File: src/rtl/sram_mst_pkg.sv
// rtl/sram_mst_pkg.sv - shared FSM states, read-token type and default widths for the SRAM burst master
package sram_mst_pkg;

    localparam int DEF_ADDR_W = 8;
    localparam int DEF_DATA_W = 8;
    localparam int DEF_LEN_W  = 4;

    typedef enum logic [1:0] {
        ST_IDLE  = 2'd0,
        ST_WRITE = 2'd1,
        ST_READ  = 2'd2,
        ST_DRAIN = 2'd3
    } state_t;

    // One token travels alongside each issued read address.
    typedef struct packed {
        logic valid;
        logic last;
    } rd_tok_t;

endpackage

File: src/rtl/sram_rd_pipe.sv
// rtl/sram_rd_pipe.sv - DEPTH-stage shift register of read tokens matching the SRAM read latency
// Ports:
//   clk, rst_n : clock, asynchronous active-low clear
//   in_tok     : token entering stage 0 every cycle
//   out_tok    : token leaving the last stage (aligned with sram_dout)
//   empty      : no stage holds a valid token
module sram_rd_pipe
    import sram_mst_pkg::*;
#(
    parameter int DEPTH = 1
) (
    input  logic    clk,
    input  logic    rst_n,
    input  rd_tok_t in_tok,
    output rd_tok_t out_tok,
    output logic    empty
);

    rd_tok_t stage [DEPTH];

    always_ff @(posedge clk or negedge rst_n) begin
        if (!rst_n) begin
            for (int i = 0; i < DEPTH; i++) begin
                stage[i] <= '0;
            end
        end else begin
            stage[0] <= in_tok;
            for (int i = 1; i < DEPTH; i++) begin
                stage[i] <= stage[i-1];
            end
        end
    end

    always_comb begin
        empty = 1'b1;
        for (int i = 0; i < DEPTH; i++) begin
            if (stage[i].valid) begin
                empty = 1'b0;
            end
        end
    end

    assign out_tok = stage[DEPTH-1];

endmodule

File: src/rtl/sram_burst_master.sv
// rtl/sram_burst_master.sv - burst read/write initiator driving a single-port SRAM one beat per cycle
// Ports:
//   clk, rst                      : clock, asynchronous active-low reset
//   req_valid/req_ready/req_wr/req_addr/req_len : burst command channel (beats = req_len+1)
//   wr_valid/wr_ready/wr_data     : write beat stream
//   rd_valid/rd_data/rd_last      : read beat return, no backpressure
//   busy                          : registered, state != IDLE
//   sram_wren/sram_addr/sram_din/sram_dout : SRAM port
module sram_burst_master
    import sram_mst_pkg::*;
#(
    parameter int ADDR_W = DEF_ADDR_W,
    parameter int DATA_W = DEF_DATA_W,
    parameter int LEN_W  = DEF_LEN_W,
    parameter int RD_LAT = 1
) (
    input  logic              clk,
    input  logic              rst,
    input  logic              req_valid,
    output logic              req_ready,
    input  logic              req_wr,
    input  logic [ADDR_W-1:0] req_addr,
    input  logic [LEN_W-1:0]  req_len,
    input  logic              wr_valid,
    output logic              wr_ready,
    input  logic [DATA_W-1:0] wr_data,
    output logic              rd_valid,
    output logic [DATA_W-1:0] rd_data,
    output logic              rd_last,
    output logic              busy,
    output logic              sram_wren,
    output logic [ADDR_W-1:0] sram_addr,
    output logic [DATA_W-1:0] sram_din,
    input  logic [DATA_W-1:0] sram_dout
);

    state_t            state, next_state;
    logic [ADDR_W-1:0] addr_cnt;
    logic [LEN_W-1:0]  beat_cnt;
    logic              last_beat;
    logic              req_ready_c;
    logic              wr_ready_c;
    rd_tok_t           issue_tok;
    rd_tok_t           ret_tok;
    logic              pipe_empty;

    assign last_beat = (beat_cnt == '0);

    always_comb begin
        next_state  = state;
        req_ready_c = 1'b0;
        wr_ready_c  = 1'b0;
        case (state)
            ST_IDLE: begin
                req_ready_c = 1'b1;
                if (req_valid) begin
                    next_state = req_wr ? ST_WRITE : ST_READ;
                end
            end
            ST_WRITE: begin
                wr_ready_c = 1'b1;
                if (wr_valid && last_beat) begin
                    next_state = ST_IDLE;
                end
            end
            ST_READ: begin
                if (last_beat) begin
                    next_state = ST_DRAIN;
                end
            end
            ST_DRAIN: begin
                // issue_tok is the first slot of the return pipe (it rides with sram_addr)
                if (pipe_empty && !issue_tok.valid) begin
                    next_state = ST_IDLE;
                end
            end
            default: next_state = ST_IDLE;
        endcase
    end

    always_ff @(posedge clk or negedge rst) begin
        if (!rst) begin
            state     <= ST_IDLE;
            busy      <= 1'b0;
            addr_cnt  <= '0;
            beat_cnt  <= '0;
            sram_wren <= 1'b0;
            sram_addr <= '0;
            sram_din  <= '0;
            issue_tok <= '0;
        end else begin
            state     <= next_state;
            busy      <= (next_state != ST_IDLE);
            sram_wren <= 1'b0;
            issue_tok <= '0;
            case (state)
                ST_IDLE: begin
                    if (req_valid) begin
                        addr_cnt <= req_addr;
                        beat_cnt <= req_len;
                    end
                end
                ST_WRITE: begin
                    if (wr_valid) begin
                        sram_wren <= 1'b1;
                        sram_addr <= addr_cnt;
                        sram_din  <= wr_data;
                        addr_cnt  <= addr_cnt + 1'b1;
                        beat_cnt  <= beat_cnt - 1'b1;
                    end
                end
                ST_READ: begin
                    sram_addr       <= addr_cnt;
                    issue_tok.valid <= 1'b1;
                    issue_tok.last  <= last_beat;
                    addr_cnt        <= addr_cnt + 1'b1;
                    beat_cnt        <= beat_cnt - 1'b1;
                end
                default: ;
            endcase
        end
    end

    sram_rd_pipe #(
        .DEPTH (RD_LAT)
    ) u_rd_pipe (
        .clk     (clk),
        .rst_n   (rst),
        .in_tok  (issue_tok),
        .out_tok (ret_tok),
        .empty   (pipe_empty)
    );

    // Gate with rst so the command channel reads 0 while reset is held.
    assign req_ready = req_ready_c & rst;
    assign wr_ready  = wr_ready_c;
    assign rd_valid  = ret_tok.valid;
    assign rd_last   = ret_tok.valid & ret_tok.last;
    assign rd_data   = ret_tok.valid ? sram_dout : '0;

endmodule

File: config.mk
export PLATFORM = sky130hd
export DESIGN_NAME = sram_burst_master
export DESIGN_NICKNAME = d
export VERILOG_FILES = /design/src/rtl/sram_mst_pkg.sv /design/src/rtl/sram_rd_pipe.sv /design/src/rtl/sram_burst_master.sv
export SDC_FILE = /design/constraint.sdc
export NUM_CORES = 1
export LEC_CHECK = 0
export CELL_PAD_IN_SITES_DETAIL_PLACEMENT = 1
export CELL_PAD_IN_SITES_GLOBAL_PLACEMENT = 1
export CORE_MARGIN = 2
export CORE_UTILIZATION = 34
export DETAILED_ROUTE_END_ITERATION = 7
export MAX_ROUTING_LAYER = met4
export PLACE_DENSITY_LB_ADDON = 0.1
export SKIP_LAST_GASP = 1
export SLEW_MARGIN = 10
export SYNTH_ARGS = -nofsm -noshare
export SYNTH_HDL_FRONTEND = slang
export SYNTH_SLANG_ARGS = --single-unit
File: constraint.sdc
create_clock -name clk -period 2.4 [get_ports clk]
set_clock_uncertainty 0.15 [all_clocks]
set_input_delay 0.6 -clock clk [delete_from_list [all_inputs] [get_ports clk]]
set_output_delay 0.6 -clock clk [all_outputs]
set_load 0.03 [all_outputs]
==> out/qor.csv <==
stage,metric,value,unit
placement,hpwl,3.48,mm
cells_and_area,final_nets,275,
synth,synth_cell_types,31,
synth,yosys.area.top_type,dfrtp_1,
clock_network,cts.path.max_buffers,2,
synth,syn-cell-area,0.00178,mm2
critical_path,cp_max_fo,7,
drt,wl,4.52,mm
timing,rsz0062_at_grt,false,
clock_network,cts_tree,built,
critical_path,crit_path_top_delay_cell,dfrtp_1,
die,io_pins,63,
global_route,overflow,0,
synth,yosys_register_bits,36,
die,die_w,76.4,um
critical_path,crit_path_end_kind,output pin,
cells_and_area,finalInstanceArea,0.00256,mm2
critical_path,critPathLaunchType,flip-flop,
clock_network,htreeDepth,2,
run,cap_violations,0,
power_and_ir_drop,powerDensity,1460,mW/mm2
die,start_util,35.1,%
clock_network,cts_buffers,5,
die,core,0.00507,mm2
timing,tightest_slew,0.455,ns
min_path,hold_depth,0,
critical_path,rrSetupSlack,0.54,ns
global_route,grt_antenna_before_repair,0,
die,die_y,76.4,um
synth,syn_nets,206,
placement,portBuffers,62,
critical_path,critPathMaxStageDelay,0.41,ns
clock_network,root_buffer,clkbuf_8,
timing,finalSetupTns,0,ns
run_status,outcome,"complete, no violations",
synth,synth_seq_area_share,50.6,%
synth,yosysWarnings,0,
min_path,hold_end,u_rd_pipe.out_tok[0],
drt,dr_total_vias,1516,
global_route,track_usage,17.1,%
timing,finalMaxSlewViolations,0,
clock_network,cts_hold_buf,0,
clock_network,cts_sinks,36,
min_path,hold_path_class,reg -> reg,
cells_and_area,syn_to_final_growth,43.9,%
placement,dpl_cell_area,0.00247,mm2
power_and_ir_drop,irDropWorstVdd,0.610,mV
global_route,grt_pass1_wl,7.72,mm
cells_and_area,drive_gt1_share,19.0,%
critical_path,path_class,reg -> out,
die,rows,26,
clock_network,clkSlewWorstSetupHoldPaths,0.07,ns
power_and_ir_drop,finalPower,3.75,mW
power_and_ir_drop,p_leak,1.14,nW
timing,setup_violations,0,
drt,routedWlPerCell,14.7,um
critical_path,required,1.65,ns
placement,dp.cells,299,
drt,drt_iter0_markers,60,
cells_and_area,insertedDiodeCount,0,
timing,clock.fmax,435,MHz
critical_path,critPathBufInv,2,
clock_network,clk_latency,0.29,ns
timing,fin_crit,2.30,ns
synth,syn_inst,167,
global_route,grt_max_degree,37,
critical_path,crit_family,flip-flops,
critical_path,r2r-end,addr_cnt[7],
timing,fin_crit_sh,95.8,%
drt,drt_first_pass_iters,4,
min_path,hold_path_startpoint,issue_tok[0],
cells_and_area,fillCellCount,585,
critical_path,cp_cell_sequence,inv_1 -> ha_1 -> and2_1 -> buf_4,
drt,via_per_inst,4.94,
critical_path,reg2reg_from,state[0],
drt,ant_nets,0,
cells_and_area,finalCoreUtilization,50.5,%
synth,synth.area.top_cells,"dfrtp_1, mux2_2, a21oi_1",
die,die-area,0.00583,mm2
synth,avgSynthCellArea,10.7,um2
placement,gp_congestion,0.864,
critical_path,crit_arrival,1.55,ns
cells_and_area,fin_cells,307,
synth,synth_top_area_share,50.6,%
global_route,grt_pass1_vias,1624,
critical_path,r2r.worst_path.cells,6,
timing,hold_violations,0,
timing,max_slew_margin,69.6,%
drt,drc,0,
[repair_timing]
| action | 4_1_cts | 5_1_grt |
|---|---|---|
| setup buffers | 0 | 0 |
| pin swaps | 0 | 0 |
| gates resized for setup | 1 | 1 |
| endpoints found under the setup margin | 1 | 1 |
[cells in the final DEF, fill, tap and decap left out, types with 9 or more instances in the layout]
cell type	instances
dfrtp_1	35
buf_4	14
and2_1	10
o21ai_0	11
inv_1	10
a21oi_1	16
clkdlybuf4s50_1	51
nand3_1	9
mux2_2	13
nand2_1	11
[per-stage QoR]
stage,worst slack (ns),hold WS (ns)
6_report,0.101,0.200
5_1_grt,0.00116,0.222
4_1_cts,0.0264,0.203
3_5_place_dp,0.151,0.187
3_3_place_gp,0.209,0.185
2_1_floorplan,0.423,0.154
[flip-flops by register name, indices dropped and copies added, names as in the netlist]
signal and count:
sram_addr 8, u_rd_pipe.out_tok 2, beat_cnt 4, sram_din 8, state 2, issue_tok 2, sram_wren 1, busy 1
addr_cnt 8
[cells in the mapped netlist (all sizes together)]
cell type,instances
o22ai,4
nand4,3
nand3b,1
dfrtp,36
and4b,1
o21ai,11
nand3,9
o21a,1
nor3,1
ha,6
nor2,7
inv,11
mux2,13
a21oi,19
o22a,2
a21boi,1
mux2i,4
and3,1
a21o,1
a221oi,1
buf,6
and2,10
o211ai,1
a31oi,1
nand2,12
nand2b,4
[worst max path at each step]
| stage | start | end | slack, ns | cells past startpoint |
|---|---|---|---|---|
| floorplan | state[1] | sram_addr[2] | 0.42 | 6 |
| global placement | req_valid | addr_cnt[7] | 0.21 | 6 |
| detailed placement | req_valid | addr_cnt[7] | 0.15 | 6 |
| CTS | u_rd_pipe.out_tok[1] | rd_last | 0.03 | 2 |
| global route | state[0] | req_ready | 0.001 | 4 |
| finish | state[0] | req_ready | 0.10 | 4 |
[cell type report]
class | count | area [um2] | share of cell area [%]
clock buffers | 5 | 68.8 | 2.69
clock inverters | 3 | 18.8 | 0.733
inverters | 11 | 41.3 | 1.61
multi-input cells | 114 | 793 | 31.0
flip-flops and latches | 36 | 902 | 35.2
well taps | 70 | 87.6 | 3.42
repair buffers | 68 | 649 | 25.4
[routing by layer]
layer / up-vias / GRT usage, % / share of wire [%]
met5: - / - / 0
li1: 720 / - / -
met4: 0 / 6.00 / 1.5
met3: 7 / 4.15 / 5.6
met2: 57 / 28.8 / 49
met1: 732 / 20.1 / 44
[where the power goes]
part           internal (mW)  switching [mW]  total, mW
Clock                  0.202           0.216      0.418
Sequential             0.908           0.216       1.12
Combinational          0.975            1.23       2.21
[kinds of logic after synthesis]
family	Yosys count	synth area share [%]
AND/OR/NAND/NOR	49	14.3
AO/OA/AOI/OAI	42	15.6
flip-flops	36	50.6
buffers and inverters	17	4.85
multiplexers	17	10.5
adder cells (fa/ha/maj)	6	4.22
[worst register-to-register path, stage by stage, from the launching register on]
cell      delay, ns
dfrtp_1        0.40
inv_1          0.12
ha_1           0.33
a221oi_4       0.34
buf_12         0.20
o22a_1         0.15
nand3_1        0.06
Note: power is estimated with default switching activity, not from simulation.
